File: src/rtl/axi_ddr3_arbiter.sv
// Two-master to one-slave AXI arbiter for a DDR3 controller port.
// One transaction is in flight at a time; every channel is combinationally muxed to the owner.
module axi_ddr3_arbiter #(
    parameter int AXI_ADDR_WIDTH  = 32,
    parameter int AXI_ID_WIDTH    = 4,
    parameter int AXI_BURST_WIDTH = 6,
    parameter int AXI_DATA_WIDTH  = 128
) (
    input  logic                        aclk,
    input  logic                        aresetn,
    // master 0
    input  logic [AXI_ADDR_WIDTH-1:0]   m0_awaddr,
    input  logic [AXI_ID_WIDTH-1:0]     m0_awid,
    input  logic [AXI_BURST_WIDTH-1:0]  m0_awlen,
    input  logic                        m0_awvalid,
    output logic                        m0_awready,
    input  logic [AXI_DATA_WIDTH-1:0]   m0_wdata,
    input  logic [AXI_DATA_WIDTH/8-1:0] m0_wstrb,
    input  logic                        m0_wvalid,
    output logic                        m0_wready,
    output logic                        m0_wlast,
    output logic [AXI_ID_WIDTH-1:0]     m0_bid,
    output logic [1:0]                  m0_bresp,
    output logic                        m0_bvalid,
    input  logic                        m0_bready,
    input  logic [AXI_ADDR_WIDTH-1:0]   m0_araddr,
    input  logic [AXI_ID_WIDTH-1:0]     m0_arid,
    input  logic [AXI_BURST_WIDTH-1:0]  m0_arlen,
    input  logic                        m0_arvalid,
    output logic                        m0_arready,
    output logic [AXI_ID_WIDTH-1:0]     m0_rid,
    output logic [AXI_DATA_WIDTH-1:0]   m0_rdata,
    output logic [1:0]                  m0_rresp,
    output logic                        m0_rvalid,
    output logic                        m0_rlast,
    input  logic                        m0_rready,
    // master 1
    input  logic [AXI_ADDR_WIDTH-1:0]   m1_awaddr,
    input  logic [AXI_ID_WIDTH-1:0]     m1_awid,
    input  logic [AXI_BURST_WIDTH-1:0]  m1_awlen,
    input  logic                        m1_awvalid,
    output logic                        m1_awready,
    input  logic [AXI_DATA_WIDTH-1:0]   m1_wdata,
    input  logic [AXI_DATA_WIDTH/8-1:0] m1_wstrb,
    input  logic                        m1_wvalid,
    output logic                        m1_wready,
    output logic                        m1_wlast,
    output logic [AXI_ID_WIDTH-1:0]     m1_bid,
    output logic [1:0]                  m1_bresp,
    output logic                        m1_bvalid,
    input  logic                        m1_bready,
    input  logic [AXI_ADDR_WIDTH-1:0]   m1_araddr,
    input  logic [AXI_ID_WIDTH-1:0]     m1_arid,
    input  logic [AXI_BURST_WIDTH-1:0]  m1_arlen,
    input  logic                        m1_arvalid,
    output logic                        m1_arready,
    output logic [AXI_ID_WIDTH-1:0]     m1_rid,
    output logic [AXI_DATA_WIDTH-1:0]   m1_rdata,
    output logic [1:0]                  m1_rresp,
    output logic                        m1_rvalid,
    output logic                        m1_rlast,
    input  logic                        m1_rready,
    // slave
    output logic [AXI_ADDR_WIDTH-1:0]   s_awaddr,
    output logic [AXI_ID_WIDTH-1:0]     s_awid,
    output logic [AXI_BURST_WIDTH-1:0]  s_awlen,
    output logic                        s_awvalid,
    input  logic                        s_awready,
    output logic [AXI_DATA_WIDTH-1:0]   s_wdata,
    output logic [AXI_DATA_WIDTH/8-1:0] s_wstrb,
    output logic                        s_wvalid,
    input  logic                        s_wready,
    input  logic                        s_wlast,
    input  logic [AXI_ID_WIDTH-1:0]     s_bid,
    input  logic [1:0]                  s_bresp,
    input  logic                        s_bvalid,
    output logic                        s_bready,
    output logic [AXI_ADDR_WIDTH-1:0]   s_araddr,
    output logic [AXI_ID_WIDTH-1:0]     s_arid,
    output logic [AXI_BURST_WIDTH-1:0]  s_arlen,
    output logic                        s_arvalid,
    input  logic                        s_arready,
    input  logic [AXI_ID_WIDTH-1:0]     s_rid,
    input  logic [AXI_DATA_WIDTH-1:0]   s_rdata,
    input  logic [1:0]                  s_rresp,
    input  logic                        s_rvalid,
    input  logic                        s_rlast,
    output logic                        s_rready,
    output logic [1:0]                  grant
);

    localparam logic [2:0] IDLE  = 3'd0;
    localparam logic [2:0] ADDR  = 3'd1;
    localparam logic [2:0] WDATA = 3'd2;
    localparam logic [2:0] WRESP = 3'd3;
    localparam logic [2:0] RDATA = 3'd4;

    logic [2:0] state;
    logic       owner;     // 0 = m0, 1 = m1
    logic       is_write;
    logic       last_owner;

    logic req0, req1, pick;
    assign req0 = m0_awvalid | m0_arvalid;
    assign req1 = m1_awvalid | m1_arvalid;
    // On a tie the master not served last wins; a lone requester always wins.
    assign pick = (req0 & req1) ? ~last_owner : req1;

    logic aw_phase, ar_phase, w_phase, b_phase, r_phase;
    assign aw_phase = (state == ADDR) & is_write;
    assign ar_phase = (state == ADDR) & ~is_write;
    assign w_phase  = (state == WDATA);
    assign b_phase  = (state == WRESP);
    assign r_phase  = (state == RDATA);

    // Master-to-slave direction: owner's fields, zeroed outside their phase.
    assign s_awvalid = aw_phase & (owner ? m1_awvalid : m0_awvalid);
    assign s_awaddr  = aw_phase ? (owner ? m1_awaddr : m0_awaddr) : '0;
    assign s_awid    = aw_phase ? (owner ? m1_awid   : m0_awid)   : '0;
    assign s_awlen   = aw_phase ? (owner ? m1_awlen  : m0_awlen)  : '0;
    assign s_arvalid = ar_phase & (owner ? m1_arvalid : m0_arvalid);
    assign s_araddr  = ar_phase ? (owner ? m1_araddr : m0_araddr) : '0;
    assign s_arid    = ar_phase ? (owner ? m1_arid   : m0_arid)   : '0;
    assign s_arlen   = ar_phase ? (owner ? m1_arlen  : m0_arlen)  : '0;
    assign s_wvalid  = w_phase & (owner ? m1_wvalid : m0_wvalid);
    assign s_wdata   = w_phase ? (owner ? m1_wdata : m0_wdata) : '0;
    assign s_wstrb   = w_phase ? (owner ? m1_wstrb : m0_wstrb) : '0;
    assign s_bready  = b_phase & (owner ? m1_bready : m0_bready);
    assign s_rready  = r_phase & (owner ? m1_rready : m0_rready);

    // Slave-to-master direction: only the owner sees anything non-zero.
    logic sel0, sel1;
    assign sel0 = ~owner;
    assign sel1 = owner;

    assign m0_awready = aw_phase & sel0 & s_awready;
    assign m0_arready = ar_phase & sel0 & s_arready;
    assign m0_wready  = w_phase & sel0 & s_wready;
    assign m0_wlast   = w_phase & sel0 & s_wlast;
    assign m0_bvalid  = b_phase & sel0 & s_bvalid;
    assign m0_bid     = (b_phase & sel0) ? s_bid   : '0;
    assign m0_bresp   = (b_phase & sel0) ? s_bresp : '0;
    assign m0_rvalid  = r_phase & sel0 & s_rvalid;
    assign m0_rlast   = r_phase & sel0 & s_rlast;
    assign m0_rid     = (r_phase & sel0) ? s_rid   : '0;
    assign m0_rdata   = (r_phase & sel0) ? s_rdata : '0;
    assign m0_rresp   = (r_phase & sel0) ? s_rresp : '0;

    assign m1_awready = aw_phase & sel1 & s_awready;
    assign m1_arready = ar_phase & sel1 & s_arready;
    assign m1_wready  = w_phase & sel1 & s_wready;
    assign m1_wlast   = w_phase & sel1 & s_wlast;
    assign m1_bvalid  = b_phase & sel1 & s_bvalid;
    assign m1_bid     = (b_phase & sel1) ? s_bid   : '0;
    assign m1_bresp   = (b_phase & sel1) ? s_bresp : '0;
    assign m1_rvalid  = r_phase & sel1 & s_rvalid;
    assign m1_rlast   = r_phase & sel1 & s_rlast;
    assign m1_rid     = (r_phase & sel1) ? s_rid   : '0;
    assign m1_rdata   = (r_phase & sel1) ? s_rdata : '0;
    assign m1_rresp   = (r_phase & sel1) ? s_rresp : '0;

    // NOTE: state uses non-blocking assignments and a synchronous reset; last_owner resets to m1 so m0 wins the first tie.
    always_ff @(posedge aclk) begin
        if (!aresetn) begin
            state      <= IDLE;
            owner      <= 1'b0;
            is_write   <= 1'b0;
            last_owner <= 1'b1;
            grant      <= 2'b00;
        end else begin
            case (state)
                IDLE: if (req0 | req1) begin
                    owner    <= pick;
                    is_write <= pick ? m1_awvalid : m0_awvalid;
                    grant    <= pick ? 2'b10 : 2'b01;
                    state    <= ADDR;
                end
                ADDR: begin
                    if (s_awvalid & s_awready)      state <= WDATA;
                    else if (s_arvalid & s_arready) state <= RDATA;
                end
                WDATA: if (s_wlast) state <= WRESP;
                WRESP: if (s_bvalid & s_bready) begin
                    state      <= IDLE;
                    last_owner <= owner;
                    grant      <= 2'b00;
                end
                RDATA: if (s_rlast) begin
                    state      <= IDLE;
                    last_owner <= owner;
                    grant      <= 2'b00;
                end
                default: state <= IDLE;
            endcase
        end
    end

endmodule

File: config.mk
export PLATFORM = sky130hd
export DESIGN_NAME = axi_ddr3_arbiter
export DESIGN_NICKNAME = d
export VERILOG_FILES = /design/src/rtl/axi_ddr3_arbiter.sv
export SDC_FILE = /design/constraint.sdc
export NUM_CORES = 1
export LEC_CHECK = 0
export BUFFER_PORTS_ARGS = -buffer_cell sky130_fd_sc_hd__clkbuf_2
export CAP_MARGIN = 20
export CORE_AREA = 2 2 447 449
export CTS_BUF_LIST = sky130_fd_sc_hd__clkbuf_16
export CTS_CLUSTER_DIAMETER = 150
export DETAILED_ROUTE_END_ITERATION = 10
export DIE_AREA = 0 0 449 451
export GPL_TIMING_DRIVEN = 0
export PLACE_DENSITY_LB_ADDON = 0.05
export SLEW_MARGIN = 0
export SYNTH_ARGS = -nofsm -noshare
export SYNTH_HDL_FRONTEND = slang
export SYNTH_SLANG_ARGS = --single-unit
File: constraint.sdc
create_clock -name aclk -period 1.8 [get_ports aclk]
set_input_delay 0.09 -clock aclk [delete_from_list [all_inputs] [get_ports aclk]]
set_output_delay 0.09 -clock aclk [all_outputs]
set_load 0.01 [all_outputs]
==> impl_metrics.yaml, run 1 <==
synthesis:
  synthArstFlopShare_pct: 0
  yosysWarnings: 0
  syn_avg_cell_area_um2: 6.94
  yosys-top-cells-area: "and3_1 31%, a22o_1 23%, mux2i_1 16%"
  synth_area_leader_cell: "and3_1"
  yosys.area_share.adder_pct: 0
  syn_inst: 794
  ys_types: 41
  ys.flop_type: "dfxtp_1"
  synth_top_area_share_pct: 31.2
  synth_compound_area_share_pct: 25.0
  yosys-top-cells-count: "275 x and3_1, 145 x a22o_1, 92 x nor2_1, 88 x mux2i_1, 42 x buf_2"
  synthXorXnorAreaFrac_pct: 0
  syn_nets: 1409
  synthesis.area_mm2: 0.00551
  seq_area_frac_synth_pct: 2.91
  synth-edff-count: 0
  yosys.area_share.simple_pct: 43.3
  synth_top_family_by_area: "simple AND/OR/NAND/NOR gates"
  ys_ff_latch: 8
  synth.most_common_cell: "and3_1"
  muxShareOfSynthArea_pct: 16.5
cts:
  cts_inserted_buffers: 3
  cts-root-buf: "clkbuf_16"
  clk_latency_ps: 250
  cts.path.max_buffers: 2
  cts_max_level: 1
  cts_sinks: 8
  path_clk_slew_ps: 40
  tritoncts: "done"
  cts_hold_buf: 0
critical_path:
  path_max_fanout: 10
  worstSetupEndpointType: "output port"
  regToRegEndpoint: "grant[1]$_SDFFE_PN0P_"
  r2r-start: "state[0]$_SDFFE_PN0P_"
  crit_type: "flop to output port"
  crit_arrival_ps: 1910
  cp.required_ps: 1710
  cp-start-kind: "flop"
  r2r_cells: 5
  r2r_slack_ps: 90
finish:
  syn_to_final_growth_pct: 293
  final_layout_size_suffix_gt1_share_pct: 80.4
  fin_nets: 2661
  fillerInstances: 23200
  fin_cells: 4709
sta:
  fin_skew_ps: 4.39
  min_period_ps: 2000
  slew_headroom_pct: 71.9
  setup_viol: 418
  worst_slack_ps: -198
  worstMarginPinSlew_ps: 421
  fmax_mhz: 500
  hold_violations: 0
  drv_slew: 0
  rsz0062_at_grt: "yes"
  finalCritPeriodShare_pct: 111
  holdWs_ps: 217
die:
  core_area_mm2: 0.198
  die_y_um: 451
  die_w_um: 449
  dieArea_mm2: 0.202
  num_rows: 164
  start_util_pct: 2.78
  io_pins: 1144
routing:
  vias_per_cell: 2.58
  drt_iter0_drc: 499
  wl_met3_um: 7340
  wl_met2_um: 70300
  vias: 12200
  route.detailed.drc: 0
  wirelength_um: 117000
  wl_met1_um: 38500
  wl_per_cell_um: 24.9
  routed.top_layer: "met5"
  drtPass1Iterations: 6
  drtAntennaViolNets: 0
worst_hold_path:
  hold_class: "input pin to flop"
  hold_depth: 3
  worstHoldEndpoint: "is_write$_SDFFE_PN0P_"
  min_from: "m1_awvalid"
outcome:
  status: "complete, but fails checks"
  violations: "negative setup slack"
pwr:
  p_leak_nw: 10.2
  ir_worst_vdd_mv: 0.141
  finalPower_mw: 3.58
  p_per_area_mw_per_mm2: 165
global_routing:
  grt_pass1_wl_um: 145000
  grt.total_usage_pct: 10.9
  grt_pass1_vias: 12900
  gr-total-overflow: 0
  antenna_found_initial: 52
  grt_max_degree: 11
placed_design:
  place_hpwl_um: 102000
  portBuffers: 1142
  place_congestion: 0.861
  place_inst: 4594
flow_run:
  maxCapViolCount: 0
-- timing repair --
item                                    in CTS  in global routing
buffers inserted                            62                 24
pin swaps                                   84                125
resized for setup                          755                701
endpoints found under the setup margin     530                497
cloned                                      36                 12
-- cell usage in the layout, fill, tap and decap left out, drive strengths merged --
cell type,instances
a21oi,2
a22o,145
a311o,1
a311oi,1
a31oi,1
a32o,1
and2,18
and2b,1
and3,275
buf,473
clkbuf,892
clkinvlp,1
dfxtp,8
diode,9
inv,3
mux2,2
mux2i,88
nand2,7
nand2b,2
nand3,2
nand3b,3
nand4,1
nor2,94
nor2b,1
nor3,9
nor3b,1
nor4,1
o211ai,1
o21ai,4
o2bb2ai,2
o31a,1
or3,1
or3b,1
or4bb,1
-- registers in the layout (all words and copies together), names as in the netlist --
name / cells
grant: 2
state: 3
owner: 1
last_owner: 1
is_write: 1
-- stage by stage --
stage | utilization [%] | setup slack (ps) | area (um2) | setup TNS, ps
6_report | 10.9 | -198 | 21700 | -33160
5_1_grt | 10.9 | -258 | 21600 | -60950
4_1_cts | 9.96 | -327 | 19700 | -79830
3_5_place_dp | 7.35 | -1430 | 14600 | -336720
3_3_place_gp | 7.34 | -1460 | 14500 | -341200
2_1_floorplan | - | 325 | 5510 | 0
-- per-layer routing --
metal  global-route usage [%]  vias to the layer above
met5                        0                        -
met4                    0.836                       42
met3                     2.78                       81
met2                     23.4                      531
met1                     10.3                     5961
li1                         -                     5549
-- worst max-delay path by stage --
stage | cells past startpoint | slack [ps] | to | from
finish | 6 | -200 | s_araddr[8] | state[2]$_SDFFE_PN0P_
global route | 9 | -260 | s_wdata[34] | state[0]$_SDFFE_PN0P_
CTS | 10 | -330 | s_wdata[24] | state[0]$_SDFFE_PN0P_
detailed placement | 7 | -1430 | s_wdata[73] | state[1]$_SDFFE_PN0P_
global placement | 7 | -1460 | s_wdata[73] | state[1]$_SDFFE_PN0P_
floorplan | 4 | 330 | grant[1]$_SDFFE_PN0P_ | state[2]$_SDFFE_PN0P_
-- final cells by class --
type,count,area [um2],share of cell area [%]
antenna,9,22.5,0.104
buffer,108,1580,7.30
clock buffer,3,75.1,0.346
inverter,4,21.3,0.0982
multi-input combinational,667,6290,29.0
sequential,8,173,0.797
tap,2656,3320,15.3
timing repair buffer,1254,10200,47.0
-- where the power goes --
group	total, mW	switching [mW]	internal, mW
clock	0.396	0.107	0.288
sequential	0.216	0.0247	0.191
combinational	2.97	1.50	1.47
-- critical path: stages (launching register included) --
cell and delay [ps]:
dfxtp_4 370, nand2b_1 220, or3_4 370, buf_12 170, buf_8 160, nor2_4 170
clkbuf_8 170
-- kinds of logic after synthesis --
family                 Yosys count
and+or+nand+nor                418
muxes                           90
DFF                              8
AOI/OAI and AO/OA              159
buffers and inverters          119
Power figures use the tool's default switching activity.
==> inputs of run 2 (changes only) <==
--- a/config.mk
+++ b/config.mk
@@ -10,5 +10,4 @@
 export CORE_AREA = 2 2 447 449
 export CTS_BUF_LIST = sky130_fd_sc_hd__clkbuf_16
-export CTS_CLUSTER_DIAMETER = 150
 export DETAILED_ROUTE_END_ITERATION = 10
 export DIE_AREA = 0 0 449 451
==> constraint.sdc (replaced) <==
create_clock -name aclk -period 1.8 [get_ports aclk]
set_input_delay 0.54 -clock aclk [delete_from_list [all_inputs] [get_ports aclk]]
set_output_delay 0.54 -clock aclk [all_outputs]
set_load 0.01 [all_outputs]
==> run 2 against run 1 <==
  * The flow still finishes with violations (negative setup slack)
  * Via count fell by 2.9%
  * Clock power decreased by 3%
  * Utilization down 1.5 points
  * Wire length fell by 15%
  * Hold slack improved by 240 ps
  * First-iteration DRC count is 11% lower
  * Fmax down 19%
  * Count of clock-buffer cells in the layout did not move
  * Critical endpoint is now s_araddr[16]
  * Largest cell class unchanged
  * Highest routed layer unchanged
==> impl_metrics.yaml, run 2 (same netlist as run 1, synthesis figures left out) <==
placed_design:
  portBuffers: 1142
  place_hpwl_um: 86600
  place_congestion: 0.915
  placed_cell_area_mm2: 0.0149
  place_inst: 4593
  pre_cts_slack_ps: -1600
global_routing:
  grt_pass1_vias: 12400
  grt_pass1_wl_um: 124000
  gr-total-overflow: 0
  antenna_found_initial: 25
  grt_max_degree: 11
  grt.total_usage_pct: 9.03
sta:
  hold_violations: 0
  finalCritPeriodShare_pct: 137
  fin_skew_ps: 1.06
  drv_slew: 0
  finalSetupTns_ps: -268460
  slew_headroom_pct: 45.5
  min_period_ps: 2460
  fmax_mhz: 407
  setup_viol: 529
  holdWs_ps: 460
  worst_slack_ps: -659
  worstMarginPinSlew_ps: 795
  rsz0062_at_grt: "yes"
die:
  core_area_mm2: 0.198
  die_y_um: 451
  dieArea_mm2: 0.202
  num_rows: 164
  die_w_um: 449
  start_util_pct: 2.78
  io_pins: 1144
cts:
  cts.path.max_buffers: 2
  cts_hold_buf: 0
  clk_latency_ps: 240
  cts_max_level: 1
  cts-root-buf: "clkbuf_16"
  tritoncts: "done"
  cts_inserted_buffers: 3
  cts_sinks: 8
  path_clk_slew_ps: 40
routing:
  drtPass1Iterations: 4
  vias: 11800
  vias_per_cell: 2.53
  wl_per_cell_um: 21.2
  route.detailed.drc: 0
  drt_iter0_drc: 445
  drtAntennaViolNets: 0
  wirelength_um: 99000
pwr:
  seq_power_share_pct: 6.1
  p_sw_mw: 1.59
  p_sw_share_pct: 46.9
  combPwrFrac_pct: 82.5
  p_leak_nw: 9.39
  ir_worst_vdd_mv: 0.186
  p_clk_share_pct: 11.4
  p_per_area_mw_per_mm2: 180
  p_int_mw: 1.79
  finalPower_mw: 3.38
critical_path:
  worstSetupEndpointType: "output port"
  path_max_fanout: 10
  setup.worst_path.end: "s_araddr[16]"
  crit_type: "flop to output port"
  regToRegEndpoint: "state[0]$_SDFFE_PN0P_"
  cp.required_ps: 1260
  r2r_cells: 6
  r2r-start: "owner$_SDFFE_PN0P_"
  cp-startpoint: "state[0]$_SDFFE_PN0P_"
  crit_arrival_ps: 1920
  cp-start-kind: "flop"
  r2r_slack_ps: -270
finish:
  mostFrequentLayoutCell: "clkbuf_2"
  top_register: "state"
  final_layout_size_suffix_gt1_share_pct: 74.1
  top_regs: "state x3, grant x2"
  fin_util_pct: 9.45
  syn_to_final_growth_pct: 240
  fin_nets: 2613
  largest_register_ffs: 3
  fin_cells: 4660
  design_area_mm2: 0.0187
  mostFrequentLayoutCells: "937 x clkbuf_2, 201 x and3_1, 126 x a22o_1"
outcome:
  status: "complete, but fails checks"
  violations: "negative setup slack"
flow_run:
  maxCapViolCount: 0
worst_hold_path:
  hold_class: "flop to flop"
run 2: cell count changes in the layout (fill, tap and decap cells not counted), sizes merged:
cell | previous run | this run
clkbuf | 892 | 1011
buf | 473 | 306
diode | 9 | 8
run 2: worst max-delay path, cell delays in order (launching register included):
cell,delay [ps]
dfxtp_2,340
buf_8,140
nand2b_1,140
or3_4,360
buf_8,170
buf_12,170
nor2_4,160
clkbuf_8,170
run 2: worst min-delay path by stage:
stage                                     start               endpoint  slack [ps]  cells past startpoint
after global placement    grant[0]$_SDFFE_PN0P_  grant[0]$_SDFFE_PN0P_         480                      2
after detailed placement  grant[0]$_SDFFE_PN0P_  grant[0]$_SDFFE_PN0P_         460                      2
after CTS                 grant[0]$_SDFFE_PN0P_  grant[0]$_SDFFE_PN0P_         470                      2
after global routing      grant[0]$_SDFFE_PN0P_  grant[0]$_SDFFE_PN0P_         480                      2
after floorplan           state[2]$_SDFFE_PN0P_  state[0]$_SDFFE_PN0P_         450                      1
final                     grant[0]$_SDFFE_PN0P_  grant[0]$_SDFFE_PN0P_         460                      2
run 2: layout make-up:
cell class,instances,area (um2)
Antenna cell,8,20.0
Inverter,4,21.3
Buffer,111,1620
Tap cell,2656,3320
Timing Repair Buffer,1203,7870
Sequential cell,8,169
Fill cell,23400,179000
Multi-Input combinational cell,667,5630
Clock buffer,3,75.1
run 2: routing by layer:
metal | track usage (%) | share of wire (%)
met5 | 0 | 0.11
met4 | 2.34 | 2.2
met3 | 2.12 | 6.0
met2 | 19.1 | 60
met1 | 8.35 | 32
run 2: power groups by stage:
stage	registers (mW)	logic, mW	clock network [mW]
detailed placement	0.209	2.44	0
global route	0.210	3.00	0.403
CTS	0.207	2.67	0.397
global placement	0.210	2.46	0
floorplan	0.207	0.930	0
finish	0.208	2.79	0.384
run 2: what timing repair did:
item	4_1_cts	5_1_grt
buffers inserted	18	17
cloned	9	17
gates resized for setup	378	496
endpoints found under the setup margin	530	531
pin swaps	22	71
